### config.mk
export PLATFORM = sky130hd
export DESIGN_NAME = imm_encoder
export DESIGN_NICKNAME = d
export VERILOG_FILES = /design/src/rtl/imm_enc_pkg.sv /design/src/rtl/imm_pack.sv /design/src/rtl/imm_encoder.sv
export SDC_FILE = /design/constraint.sdc
export NUM_CORES = 1
export LEC_CHECK = 0
export CELL_PAD_IN_SITES_DETAIL_PLACEMENT = 1
export CELL_PAD_IN_SITES_GLOBAL_PLACEMENT = 2
export CORE_MARGIN = 3
export CORE_UTILIZATION = 38
export DETAILED_ROUTE_END_ITERATION = 12
export DONT_BUFFER_PORTS = 1
export GPL_ROUTABILITY_DRIVEN = 0
export PLACE_DENSITY = 0.86
export SETUP_SLACK_MARGIN = 0.2
export SLEW_MARGIN = 5
export SYNTH_ARGS = -nofsm -noshare
export SYNTH_HDL_FRONTEND = slang
export SYNTH_SLANG_ARGS = --single-unit
### constraint.sdc
create_clock -name clk -period 5 [get_ports clk]
set_input_delay 0.25 -clock clk [delete_from_list [all_inputs] [get_ports clk]]
set_output_delay 0.25 -clock clk [all_outputs]
set_load 0.01 [all_outputs]
### src/rtl/imm_enc_pkg.sv
// rtl/imm_enc_pkg.sv - shared constants and helpers for the immediate encoder
//
// Holds the format selector codes, error codes, the canonical NOP word and a
// sign-run helper used by the range checks.

package imm_enc_pkg;

   typedef enum logic [2:0] {
      EXT_I = 3'b000,
      EXT_U = 3'b001,
      EXT_S = 3'b010,
      EXT_B = 3'b011,
      EXT_J = 3'b100
   } extop_e;

   typedef enum logic [1:0] {
      ERR_OK    = 2'd0,
      ERR_RANGE = 2'd1,
      ERR_ALIGN = 2'd2,
      ERR_BADOP = 2'd3
   } err_e;

   // addi x0, x0, 0
   localparam logic [31:0] NOP_INSTR = 32'h0000_0013;

   // True when v[31:msb] are all equal, i.e. v is a sign extension of
   // v[msb:0] and therefore fits a (msb+1)-bit signed field.
   function automatic logic sign_run_ok(input logic [31:0] v, input int unsigned msb);
      logic [31:0] w_sh;
      w_sh = 32'($signed(v) >>> msb);
      return (w_sh == 32'h0000_0000) || (w_sh == 32'hFFFF_FFFF);
   endfunction

endpackage

### src/rtl/imm_pack.sv
// rtl/imm_pack.sv - combinational immediate packer with range/alignment check
//
// Ports:
//   base  in  32  template instruction; bits outside the immediate fields pass through
//   imm   in  32  signed immediate (byte offset for B/J)
//   extop in  3   format select (I/U/S/B/J, others invalid)
//   instr out 32  base with the immediate fields overwritten
//   err   out 2   OK / RANGE / ALIGN / BADOP, BADOP highest priority

module imm_pack
   import imm_enc_pkg::*;
(
   input  logic [31:0] base,
   input  logic [31:0] imm,
   input  logic [2:0]  extop,
   output logic [31:0] instr,
   output logic [1:0]  err
);

   logic w_range;
   logic w_align;
   logic w_bad;

   always_comb begin
      instr   = base;
      w_range = 1'b0;
      w_align = 1'b0;
      w_bad   = 1'b0;
      case (extop)
         EXT_I: begin
            instr[31:20] = imm[11:0];
            w_range      = !sign_run_ok(imm, 11);
         end
         EXT_S: begin
            instr[31:25] = imm[11:5];
            instr[11:7]  = imm[4:0];
            w_range      = !sign_run_ok(imm, 11);
         end
         EXT_U: begin
            instr[31:12] = imm[31:12];
            w_align      = (imm[11:0] != 12'h000);
         end
         EXT_B: begin
            instr[31]    = imm[12];
            instr[30:25] = imm[10:5];
            instr[11:8]  = imm[4:1];
            instr[7]     = imm[11];
            w_align      = imm[0];
            w_range      = !sign_run_ok(imm, 12);
         end
         EXT_J: begin
            instr[31]    = imm[20];
            instr[30:21] = imm[10:1];
            instr[20]    = imm[11];
            instr[19:12] = imm[19:12];
            w_align      = imm[0];
            w_range      = !sign_run_ok(imm, 20);
         end
         default: begin
            // Unknown format: leave the template untouched.
            w_bad = 1'b1;
         end
      endcase
   end

   always_comb begin
      err = ERR_OK;
      if (w_bad) begin
         err = ERR_BADOP;
      end else if (w_align) begin
         err = ERR_ALIGN;
      end else if (w_range) begin
         err = ERR_RANGE;
      end
   end

endmodule

### src/rtl/imm_encoder.sv
// rtl/imm_encoder.sv - streaming RISC-V immediate encoder with address counter
//
// Optional feature macro: IMM_STRICT_EN (errored words are emitted as NOP).
//
// Ports:
//   clk, rst        clock, synchronous active-high reset
//   in_valid/ready  request handshake; in_base, in_imm, in_extop request payload
//   out_valid/ready encoded word handshake
//   out_instr       encoded instruction
//   out_err         0 OK, 1 RANGE, 2 ALIGN, 3 BADOP
//   out_addr        instruction-memory address of out_instr
//   err_cnt         saturating count of accepted requests that had an error

module imm_encoder #(
   parameter int unsigned        ADDR_W    = 32,
   parameter logic [ADDR_W-1:0]  BASE_ADDR = '0
) (
   input  logic              clk,
   input  logic              rst,
   input  logic              in_valid,
   output logic              in_ready,
   input  logic [31:0]       in_base,
   input  logic [31:0]       in_imm,
   input  logic [2:0]        in_extop,
   output logic              out_valid,
   input  logic              out_ready,
   output logic [31:0]       out_instr,
   output logic [1:0]        out_err,
   output logic [ADDR_W-1:0] out_addr,
   output logic [15:0]       err_cnt
);
   import imm_enc_pkg::*;

   localparam logic [ADDR_W-1:0] ADDR_STEP = ADDR_W'(4);

   logic [31:0]       w_pack_instr;
   logic [1:0]        w_pack_err;
   logic [31:0]       w_instr_out;
   logic              w_in_hs;
   logic              w_out_hs;

   logic              r_valid;
   logic [31:0]       r_instr;
   logic [1:0]        r_err;
   logic [ADDR_W-1:0] r_addr;
   logic [15:0]       r_err_cnt;

   imm_pack u_pack (
      .base  (in_base),
      .imm   (in_imm),
      .extop (in_extop),
      .instr (w_pack_instr),
      .err   (w_pack_err)
   );

`ifdef IMM_STRICT_EN
   assign w_instr_out = (w_pack_err != ERR_OK) ? NOP_INSTR : w_pack_instr;
`else
   assign w_instr_out = w_pack_instr;
`endif

   // Single output stage: a new word may enter whenever the current one
   // leaves in the same cycle, so continuous ready gives one word per cycle.
   assign in_ready = !r_valid || out_ready;
   assign w_in_hs  = in_valid && in_ready;
   assign w_out_hs = r_valid && out_ready;

   always_ff @(posedge clk) begin
      if (rst) begin
         r_valid   <= 1'b0;
         r_instr   <= 32'h0000_0000;
         r_err     <= ERR_OK;
         r_addr    <= BASE_ADDR;
         r_err_cnt <= 16'h0000;
      end else begin
         // The address belongs to the word being presented, so it moves on
         // only once that word is taken; wrap is silent.
         if (w_out_hs) begin
            r_addr <= r_addr + ADDR_STEP;
         end
         if (w_in_hs) begin
            r_valid <= 1'b1;
            r_instr <= w_instr_out;
            r_err   <= w_pack_err;
         end else if (w_out_hs) begin
            r_valid <= 1'b0;
         end
         if (w_in_hs && (w_pack_err != ERR_OK) && (r_err_cnt != 16'hFFFF)) begin
            r_err_cnt <= r_err_cnt + 16'h0001;
         end
      end
   end

   assign out_valid = r_valid;
   assign out_instr = r_instr;
   assign out_err   = r_err;
   assign out_addr  = r_addr;
   assign err_cnt   = r_err_cnt;

endmodule

==> impl_metrics.toml <==
[status]
status = "completed"

[cells_and_area]
syn_to_final_growth_pct = 8.06
diodes = 0
fill_cells = 1231
fin_nets = 546
drive_above_1_share = 0.0649

[route]
routedWlPerCell_microns = 19.3
routed_via_density = 5.88
antenna_left = 0
drt_iter0_drc = 140
vias = 3594
totalWireLength_microns = 11800
drc_errors = 0
first_pass_iters = 4

[synthesis]
synth_cells = 488
synth-seq-cells = 81
synth_top_area_cell = "dfxtp_1"
synth_ff_type = "dfxtp_1"
ys_seq_area_frac = 0.402
yosys.area.top_type_share = 0.402
netlist_top_cells_area = "dfxtp_1 40%, nor2_1 6.3%, mux2i_1 5.2%, a21oi_1 4.3%, xor2_1 4.1%"
synth_edf_count = 0
syn_avg_cell_area_sq_um = 8.27
syn-cell-area_sq_um = 4040
yosys_warnings = 0
synthArstFlopShare = 0
ys_types = 51

[die]
start_util = 0.402
dieArea_sq_um = 11900
fp.dieW_microns = 109
coreArea_sq_um = 10000
fp.dieH_microns = 109
ios = 155
rows = 36

[clocking]
clockBufferDepth = 2
cts-root-buf = "clkbuf_8"
cts_sinks = 81
clkLatencyLatePin_ns = 0.35
htreeDepth = 3
path_clk_slew_ns = 0.09
ctsResizeCount = 0
cts_buffers = 9
cts_hold_buf = 1
post_cts_buffers = 0
cts_tree = "yes"

[global_routing]
grt_pass1_wl_microns = 18700
grt_overflow = 0
grt_start_max_net_pins = 76
gr-usage-all-layers = 0.200
antenna_found_initial = 0
grt_pass1_vias = 3718

[worst_setup_path]
start_kind = "flop"
critPathMaxStageDelay_ns = 0.74
cp_num_buf_inv = 0
crit_arrival_ns = 3.19
cpLargestDelayFamily = "simple AND/OR/NAND/NOR gates"
path_max_fanout = 44
critPathKind = "flop to flop"
cp-end-kind = "flop"
crit_chain = "nand2b_1, and2_2, nand2_1, o31a_1, o21a_2, or4_1, a21oi_1"
slowest_stage = "and2_2"
worstPathRequired_ns = 5.28

[pwr]
p_sw_uw = 343
internal_power_mw = 1.06
p_comb_frac = 0.087
sw_frac_of_total = 0.244
pwr_density_cell_nw_per_um2 = 323
p_leak_nw = 1.55
p_seq_frac = 0.498
p_clk_frac = 0.415
ir_worst_vdd_uv = 103

[sta]
finalSetupViolCount = 0
worst_slew_pin_slew_ns = 1.07
fmax_mhz = 344
rsz0062_at_grt = "false"
tns_ns = 0
final_max_slew_viol_count = 0
period_minus_slack_ns = 2.91
fin_worst_skew_ns = 0.00939
slew_headroom = 0.281
hold_viol = 0
hold-worst-slack_ns = 0.0244
timing.final.crit_share = 0.581

[job]
cap_violations = 0

[hold_path]
hold_class = "input port to flop"

[placement]
port_buffers = 0
dp.final_hpwl_microns = 8680
[final timing paths]
| path | startpoint | to | slack (ns) | cells after the start |
|---|---|---|---|---|
| worst max register to register | out_valid | err_cnt[10] | 2.09 | 7 |
| worst min-delay path | in_base[1] | out_instr[1] | 0.02 | 2 |
| worst max-delay path | out_valid | err_cnt[10] | 2.09 | 7 |
| worst min register to register | out_instr[2] | out_instr[2] | 0.52 | 2 |
[routing by layer]
layer,GRT usage,part of all wire,up-vias
li1,-,-,1735
met1,0.241,0.43,1717
met2,0.330,0.47,122
met3,0.0598,0.081,20
met4,0.0830,0.019,0
met5,0,0,-
[cell usage in the layout, fill, tap and decap left out, drive strengths merged, types with 3 or more instances in the layout]
cell,netlist,routed
a211oi,17,17
a21oi,36,36
a22oi,6,6
and3,10,10
bufinv,0,3
clkbuf,18,11
dfxtp,81,81
inv,5,5
mux2,6,6
mux2i,21,21
nand2,42,42
nand3,23,23
nand4,11,11
nor2,69,69
nor2b,7,7
nor3,19,19
nor4,9,9
o21ai,14,14
o221a,6,6
o22ai,8,8
o31ai,4,4
or3,6,6
or4,5,5
xnor2,10,10
xor2,19,19
[worst reg2reg max path, delay by kind of cell, from the launching register on]
| kind | cells | cell delay [ns] |
|---|---|---|
| AOI/OAI and AO/OA | 3 | 0.70 |
| and+or+nand+nor | 4 | 1.75 |
| DFF | 1 | 0.39 |
[logic make-up (layout without fill, tap and decap cells)]
logic type | Yosys count | after routing | synth area share
AO/OA/AOI/OAI | 104 | 104 | 0.170
XOR/XNOR | 29 | 29 | 0.0629
adder cells (fa/ha/maj) | 2 | 2 | 0.00620
buffers and inverters | 34 | 23 | 0.0363
flip-flops | 81 | 81 | 0.402
multiplexers | 27 | 27 | 0.0688
other | 1 | 2 | 0.000929
AND/OR/NAND/NOR | 210 | 210 | 0.253
[cell usage after synthesis, types with 2 or more instances]
library cell / count
a31oi_1: 2
mux2i_1: 21
o22ai_1: 8
or3_1: 6
nand2_1: 42
xnor2_1: 10
dfxtp_1: 81
a22o_1: 2
inv_1: 5
and2_1: 2
nor4_2: 2
nor2_1: 68
nand3_1: 23
or4_1: 5
a22oi_1: 6
and3_1: 10
o221a_2: 6
a21oi_1: 35
nand4_1: 11
buf_2: 3
o31ai_1: 4
and4_1: 2
xor2_1: 19
ha_1: 2
nor4_1: 7
mux2_1: 5
nor2b_1: 7
nor3_1: 19
o21ai_0: 14
clkbuf_1: 18
nor3b_1: 2
buf_1: 5
buf_4: 2
a211oi_1: 17
[per-stage QoR]
step / util / power, mW / setup slack, ns / instance area [sq um] / cells
2_1_floorplan: - / 0.813 / 2.95 / 4040 / 489
3_3_place_gp: 0.406 / 0.824 / 2.19 / 4080 / 593
3_5_place_dp: 0.406 / 0.828 / 2.05 / 4080 / 593
4_1_cts: 0.433 / 1.43 / 2.05 / 4350 / 610
5_1_grt: 0.434 / 1.47 / 1.79 / 4360 / 611
6_report: 0.434 / 1.41 / 2.09 / 4360 / 611
[state kept, by name, indices dropped and copies added (netlist names)]
signal     count
out_valid      1
out_err        2
out_addr      30
err_cnt       16
out_instr     32
[power by group through the flow]
stage	registers (mW)	clock network, mW	logic, mW
finish	0.701	0.584	0.122
global placement	0.717	0	0.107
detailed placement	0.718	0	0.111
CTS	0.702	0.604	0.123
floorplan	0.708	0	0.105
global route	0.704	0.629	0.138
[final cells by class]
type | instances | area (sq um) | share of cell area
inverter | 5 | 18.8 | 0.00430
clock inverter | 5 | 103 | 0.0235
multi-input combinational | 374 | 2270 | 0.521
sequential | 81 | 1620 | 0.372
clock buffer | 11 | 141 | 0.0324
timing repair buffer | 2 | 37.5 | 0.00861
tap | 133 | 166 | 0.0382
Power figures use the tool's default switching activity.
